==> src/rtl/ppu_spr_eval_pkg.sv <==
// Shared definitions for the sprite evaluator: OAM field offsets, FSM states, sprite heights
// and the scanline/Y range test used by the compare stage.
package ppu_spr_eval_pkg;

  localparam int OAM_Y    = 0;
  localparam int OAM_TILE = 8;
  localparam int OAM_ATTR = 16;
  localparam int OAM_X    = 24;

  localparam logic [7:0] SPR_H8  = 8'd8;
  localparam logic [7:0] SPR_H16 = 8'd16;

  typedef enum logic [1:0] {
    ST_IDLE  = 2'd0,
    ST_SCAN  = 2'd1,
    ST_DRAIN = 2'd2
  } eval_state_e;

  function automatic logic [8:0] spr_diff(input logic [7:0] scan, input logic [7:0] y);
    return {1'b0, scan} - {1'b0, y};
  endfunction

  // diff[8] set means the line is above the sprite; Y never wraps past 0xFF.
  function automatic logic spr_in_range(input logic [8:0] diff, input logic tall);
    return !diff[8] && (diff[7:0] < (tall ? SPR_H16 : SPR_H8));
  endfunction

endpackage

==> src/rtl/ppu_spr_sec_oam.sv <==
// Secondary OAM: DEPTH x 32 register file, one write port, combinational read; latency 0 read / 1 write.
// Reads of an index >= DEPTH return 0; no backpressure.
module ppu_spr_sec_oam #(
  parameter int DEPTH = 8,
  parameter int IW    = 4
) (
  input  logic          i_ppu_clk,
  input  logic          i_ppu_rstn,
  input  logic          i_wr_en,
  input  logic [IW-1:0] i_wr_idx,
  input  logic [31:0]   i_wr_dat,
  input  logic [IW-1:0] i_rd_idx,
  output logic [31:0]   o_rd_dat
);

  logic [31:0] mem_q [DEPTH];

  always_ff @(posedge i_ppu_clk or negedge i_ppu_rstn) begin
    if (!i_ppu_rstn) begin
      for (int i = 0; i < DEPTH; i++) mem_q[i] <= '0;
    end else begin
      for (int i = 0; i < DEPTH; i++) begin
        if (i_wr_en && (i_wr_idx == IW'(i))) mem_q[i] <= i_wr_dat;
      end
    end
  end

  always_comb begin
    o_rd_dat = '0;
    for (int i = 0; i < DEPTH; i++) begin
      if (i_rd_idx == IW'(i)) o_rd_dat = mem_q[i];
    end
  end

endmodule

==> src/rtl/ppu_spr_eval.sv <==
// Per-scanline sprite evaluator: scans OAM one word per cycle, keeps the first SPR_PER_LINE hits.
// Start to done is OAM_ENTRIES+1 cycles; no backpressure, a new line-start aborts and restarts.
module ppu_spr_eval
  import ppu_spr_eval_pkg::*;
#(
  parameter int SPR_PER_LINE = 8,
  parameter int OAM_ENTRIES  = 64,
  parameter int OAM_AW       = 6,
  parameter int CW           = 4
) (
  input  logic              i_ppu_clk,
  input  logic              i_ppu_rstn,
  input  logic              i_line_start,
  input  logic [7:0]        i_scanline,
  input  logic              i_spr_8x16,
  input  logic              i_ovfl_clr,
  output logic [OAM_AW-1:0] o_oam_addr,
  input  logic [31:0]       i_oam_rdata,
  input  logic [CW-1:0]     i_sec_idx,
  output logic [31:0]       o_sec_rdata,
  output logic [CW-1:0]     o_sec_cnt,
  output logic              o_eval_busy,
  output logic              o_eval_done,
  output logic              o_spr0_line,
  output logic              o_spr_ovfl
);

  localparam logic [OAM_AW-1:0] ADDR_LAST = OAM_AW'(OAM_ENTRIES - 1);
  localparam logic [CW-1:0]     CNT_MAX   = CW'(SPR_PER_LINE);

  eval_state_e       state_q, state_d;
  logic [OAM_AW-1:0] addr_q, addr_d;
  logic [CW-1:0]     cnt_q, cnt_d;
  logic [7:0]        scan_q, scan_d;
  logic              tall_q, tall_d;
  logic              cmp_vld_q, cmp_vld_d;
  logic              cmp_first_q, cmp_first_d;
  logic              spr0_q, spr0_d;
  logic              ovfl_q, ovfl_d;
  logic              done_q, done_d;
  logic [8:0]        diff;
  logic              hit;
  logic              wr_en;
  logic [31:0]       wr_dat;

  // The word returned this cycle belongs to the address issued last cycle.
  assign diff   = spr_diff(scan_q, i_oam_rdata[OAM_Y +: 8]);
  assign hit    = cmp_vld_q && spr_in_range(diff, tall_q);
  assign wr_dat = {i_oam_rdata[OAM_X +: 8], i_oam_rdata[OAM_ATTR +: 8],
                   i_oam_rdata[OAM_TILE +: 8], 4'b0000, diff[3:0]};

  always_comb begin
    state_d     = state_q;
    addr_d      = addr_q;
    cnt_d       = cnt_q;
    scan_d      = scan_q;
    tall_d      = tall_q;
    spr0_d      = spr0_q;
    ovfl_d      = ovfl_q;
    done_d      = 1'b0;
    wr_en       = 1'b0;
    cmp_vld_d   = (state_q == ST_SCAN) && !i_line_start;
    cmp_first_d = (addr_q == '0);

    // Overflow from an in-flight compare survives both a clear and an abort.
    if (i_ovfl_clr) ovfl_d = 1'b0;
    if (hit && (cnt_q == CNT_MAX)) ovfl_d = 1'b1;

    if (i_line_start) begin
      state_d = ST_SCAN;
      addr_d  = '0;
      cnt_d   = '0;
      spr0_d  = 1'b0;
      scan_d  = i_scanline;
      tall_d  = i_spr_8x16;
    end else begin
      if (hit && (cnt_q != CNT_MAX)) begin
        wr_en = 1'b1;
        cnt_d = cnt_q + 1'b1;
      end
      if (hit && cmp_first_q) spr0_d = 1'b1;
      case (state_q)
        ST_SCAN: begin
          if (addr_q == ADDR_LAST) state_d = ST_DRAIN;
          else                     addr_d  = addr_q + 1'b1;
        end
        ST_DRAIN: begin
          state_d = ST_IDLE;
          done_d  = 1'b1;
        end
        default: ;
      endcase
    end
  end

  always_ff @(posedge i_ppu_clk or negedge i_ppu_rstn) begin
    if (!i_ppu_rstn) begin
      state_q     <= ST_IDLE;
      addr_q      <= '0;
      cnt_q       <= '0;
      scan_q      <= '0;
      tall_q      <= 1'b0;
      cmp_vld_q   <= 1'b0;
      cmp_first_q <= 1'b0;
      spr0_q      <= 1'b0;
      ovfl_q      <= 1'b0;
      done_q      <= 1'b0;
    end else begin
      state_q     <= state_d;
      addr_q      <= addr_d;
      cnt_q       <= cnt_d;
      scan_q      <= scan_d;
      tall_q      <= tall_d;
      cmp_vld_q   <= cmp_vld_d;
      cmp_first_q <= cmp_first_d;
      spr0_q      <= spr0_d;
      ovfl_q      <= ovfl_d;
      done_q      <= done_d;
    end
  end

  ppu_spr_sec_oam #(
    .DEPTH (SPR_PER_LINE),
    .IW    (CW)
  ) u_sec_oam (
    .i_ppu_clk  (i_ppu_clk),
    .i_ppu_rstn (i_ppu_rstn),
    .i_wr_en    (wr_en),
    .i_wr_idx   (cnt_q),
    .i_wr_dat   (wr_dat),
    .i_rd_idx   (i_sec_idx),
    .o_rd_dat   (o_sec_rdata)
  );

  assign o_oam_addr  = addr_q;
  assign o_sec_cnt   = cnt_q;
  assign o_eval_busy = (state_q != ST_IDLE);
  assign o_eval_done = done_q;
  assign o_spr0_line = spr0_q;
  assign o_spr_ovfl  = ovfl_q;

endmodule

==> config.mk <==
export PLATFORM = sky130hd
export DESIGN_NAME = ppu_spr_eval
export DESIGN_NICKNAME = d
export VERILOG_FILES = /design/src/rtl/ppu_spr_eval_pkg.sv /design/src/rtl/ppu_spr_sec_oam.sv /design/src/rtl/ppu_spr_eval.sv
export SDC_FILE = /design/constraint.sdc
export NUM_CORES = 1
export LEC_CHECK = 0
export CAP_MARGIN = 15
export CELL_PAD_IN_SITES_DETAIL_PLACEMENT = 1
export CELL_PAD_IN_SITES_GLOBAL_PLACEMENT = 1
export CORE_ASPECT_RATIO = 0.75
export CORE_UTILIZATION = 45
export CTS_CLUSTER_DIAMETER = 150
export DETAILED_ROUTE_END_ITERATION = 8
export PLACE_DENSITY_LB_ADDON = 0.1
export SYNTH_ARGS = -nofsm -noshare
export SYNTH_HDL_FRONTEND = slang
export SYNTH_HIERARCHICAL = 1
export SYNTH_SLANG_ARGS = --single-unit
==> constraint.sdc <==
create_clock -name i_ppu_clk -period 4 [get_ports i_ppu_clk]
set_clock_uncertainty 0.15 [all_clocks]
set_input_delay 0.4 -clock i_ppu_clk [delete_from_list [all_inputs] [get_ports i_ppu_clk]]
set_output_delay 0.4 -clock i_ppu_clk [all_outputs]
set_load 0.01 [all_outputs]
==> results.py, run 1 <==
metrics = {
    "synthesis": {
        "ys_seq_area_share_pct": 51.3,
        "synth_edf_count": 0,
        "ys_ff_latch": 282,
        "yosys.cell_types.count": 63,
        "syn-instance-count": 1060,
        "synth.avg_cell_area_sq_um": 13.0,
        "synth.cell_area_sq_um": 13700,
        "synth_area_leader_cell": "dfrtp_1",
        "yosysTopAreaCellShare_pct": 51.3,
        "synthTopCellsByArea": "dfrtp_1, mux2_2, mux2i_1, mux2_1, mux4_2",
        "yosys_warnings": 6,
        "synthFlopType": "dfrtp_1",
        "async_flop_share_pct": 100,
    },
    "clocking": {
        "h-tree-depth": 1,
        "cts.path.max_buffers": 3,
        "cts-root-buf": "clkbuf_16",
        "cts_sinks": 282,
        "clk_pin_slew_ns": 0.06,
        "numCtsBuffers": 30,
        "insertion_delay_ns": 0.57,
        "tritoncts": "done",
    },
    "worst_setup_path": {
        "path_delay_family": "simple AND/OR/NAND/NOR gates",
        "critical_path_buf_inv_count": 4,
        "slowest_delay_ns": 0.40,
        "r2r_cells": 17,
        "crit_cells": 17,
        "worst_path_max_delay_cell": "fa_1",
        "cp_data_required_time_ns": 4.29,
        "r2r_slack_ns": 0.24,
        "worstPathArrival_ns": 4.05,
        "path_max_fanout": 12,
        "crit_path_end_kind": "flop",
        "path_class": "flop to flop",
        "startpoint_type": "flop",
        "path_cells": "inv_1 > ha_1 > fa_1 > and2b_1 > o21a_1 > nor2_1 > xnor2_1 > ha_1 > o2111ai_4 > nand2_2 > nor4_4 > nand3b_1 > buf_4 > nor3b_4 > buf_4 > clkbuf_16 > mux2_2",
    },
    "placed_design": {
        "gp_congestion": 0.722,
        "io_buffers": 94,
        "dpl-instance-area_sq_um": 15500,
        "hpwl_microns": 21300,
    },
    "run_status": {
        "status": "finished, final reports clean",
    },
    "routing": {
        "first_pass_iters": 4,
        "ant_nets": 0,
        "wire_per_inst_microns": 21.5,
        "drt-total-wl_microns": 34900,
        "drtIter0Drc": 424,
        "drt-vias-per-instance": 5.56,
        "via_count": 9025,
        "drc_errors": 0,
    },
    "power_and_ir_drop": {
        "p_per_area_nw_per_um2": 390,
        "p_total_mw": 6.47,
        "ir_drop_mv": 0.292,
        "p_leak_nw": 8.06,
    },
    "global_route": {
        "grt-ovfl-total": 0,
        "grt_pass1_wl_microns": 56000,
        "grt_util_all_layers_pct": 22.8,
        "grt_pass1_vias": 9821,
        "grt_max_degree": 109,
        "antenna_found_initial": 0,
    },
    "hold_path": {
        "whs_path_depth": 2,
        "hold_path_class": "input pin to flop",
    },
    "sta": {
        "worst_pin_slew_ns": 0.864,
        "min_period_ns": 3.76,
        "fmax_mhz": 266,
        "slew_violations": 0,
        "finalHoldViolations": 0,
        "finalCritPeriodShare_pct": 94.0,
        "max-slew-margin-rel_pct": 42.4,
        "setup-violations-final": 0,
    },
    "die": {
        "initial_core_util_pct": 45.7,
        "die_y_microns": 153,
        "die-area_sq_um": 31300,
        "core-area_sq_um": 30100,
        "io_pins": 95,
        "num_rows": 55,
        "die_w_microns": 204,
    },
    "final_layout": {
        "nFillCells": 3006,
        "final_cell_mix": "dfrtp_1, mux2_2, clkdlybuf4s50_1",
        "area_growth_pct": 20.7,
        "n_antenna_cell": 0,
        "final_layout_size_suffix_gt1_share_pct": 29.9,
        "final_area_sq_um": 16600,
        "layout_commonest_cell": "dfrtp_1",
        "finalNetCount": 1263,
    },
    "job": {
        "maxCapViolations": 0,
    },
}
synth_stat cells, drive strengths merged (11+ instances only):
master and number:
dfrtp 282, mux2 276, a221oi 21, nand2 26, ha 13, a21o 15
a211oi 11, o2bb2ai 11, mux2i 69, nor2 47, o22ai 16, o21ai 21
inv 32, clkbuf 17, a21oi 28, nor2b 11, mux4 13, buf 54
nand2b 19
flip-flops by register name, indices dropped and copies added, names as in the netlist:
name	count
scan_q	8
cmp_vld_q	1
o_spr0_line	1
o_spr_ovfl	1
tall_q	1
o_oam_addr	6
cmp_first_q	1
state_q	2
o_eval_done	1
o_sec_cnt	4
u_sec_oam/mem_q	256
worst paths after layout:
kind                                      start                    to
min reg2reg                u_sec_oam/mem_q[129]  u_sec_oam/mem_q[129]
max in group asynchronous            i_ppu_rstn          o_sec_cnt[1]
min in group asynchronous            i_ppu_rstn    u_sec_oam/mem_q[5]
min                                  i_ovfl_clr            o_spr_ovfl
max                                   scan_q[0]   u_sec_oam/mem_q[34]
max reg2reg                           scan_q[0]   u_sec_oam/mem_q[34]
per-layer routing:
layer	part of all wire [%]	wire, microns	global-route usage [%]
met1	50	17300	33.6
met2	45	15800	35.9
met3	2.9	1000	3.05
met4	2.0	705	4.62
met5	0	0	0
timing repair:
item,4_1_cts,5_1_grt
pin swaps,0,4
hold endpoints to repair,104,0
hold buffers,1,0
setup buffers,0,3
gates cloned,0,3
endpoints found under the setup margin,26,244
gates resized for setup,1,7
cells by family after synthesis:
family | share of synthesized area [%]
other | 0.0273
adders and majority gates | 1.33
AOI/OAI and AO/OA | 7.44
xor gates and xnor gates | 0.446
and+or+nand+nor | 5.99
muxes | 29.8
DFF | 51.3
buffers and inverters | 3.69
report_power, final:
part | internal, mW | leakage [nW] | switching, mW
combinational | 0.318 | 3.68 | 0.388
clock | 1.59 | 0.484 | 1.16
sequential | 2.96 | 3.90 | 0.0545
metrics by stage:
stage	hold slack [ns]	utilization (%)	setup slack (ns)	instances	setup TNS, ns
after floorplan	-0.0456	-	0.224	1091	0
after global placement	0.310	51.4	-0.351	1559	-66.08
after detailed placement	0.318	51.4	-0.432	1560	-86.43
after CTS	0.254	54.7	0.0435	1617	0
after global routing	0.268	55.2	-0.00169	1623	-0.00311
final	0.276	55.2	0.240	1623	0
area by class of cell:
type | instances | area, sq um | share of cell area [%]
inverters | 32 | 120 | 0.724
clock buffers | 45 | 888 | 5.36
clock inverters | 11 | 82.6 | 0.498
flip-flops and latches | 282 | 7060 | 42.5
well taps | 399 | 499 | 3.01
multi-input cells | 706 | 6360 | 38.3
repair buffers | 148 | 1580 | 9.54
No activity file was read; power rests on OpenSTA's default activity.
==> run 2: changes to the inputs <==
--- a/config.mk
+++ b/config.mk
@@ -5,6 +5,7 @@
 export SDC_FILE = /design/constraint.sdc
 export NUM_CORES = 1
 export LEC_CHECK = 0
+export ABC_CLOCK_PERIOD_IN_PS = 4000
 export CAP_MARGIN = 15
 export CELL_PAD_IN_SITES_DETAIL_PLACEMENT = 1
 export CELL_PAD_IN_SITES_GLOBAL_PLACEMENT = 1
==> results of run 2 <==
Final layout, timing and power as in run 1 (identical DEF).
==> run 3: changes to the inputs <==
--- a/config.mk
+++ b/config.mk
@@ -13,6 +13,7 @@
 export CORE_UTILIZATION = 45
 export CTS_CLUSTER_DIAMETER = 150
 export DETAILED_ROUTE_END_ITERATION = 8
+export HOLD_SLACK_MARGIN = 0.12
 export PLACE_DENSITY_LB_ADDON = 0.1
 export SYNTH_ARGS = -nofsm -noshare
 export SYNTH_HDL_FRONTEND = slang
==> results of run 3 <==
Final layout, timing and power as in run 1 (identical DEF).
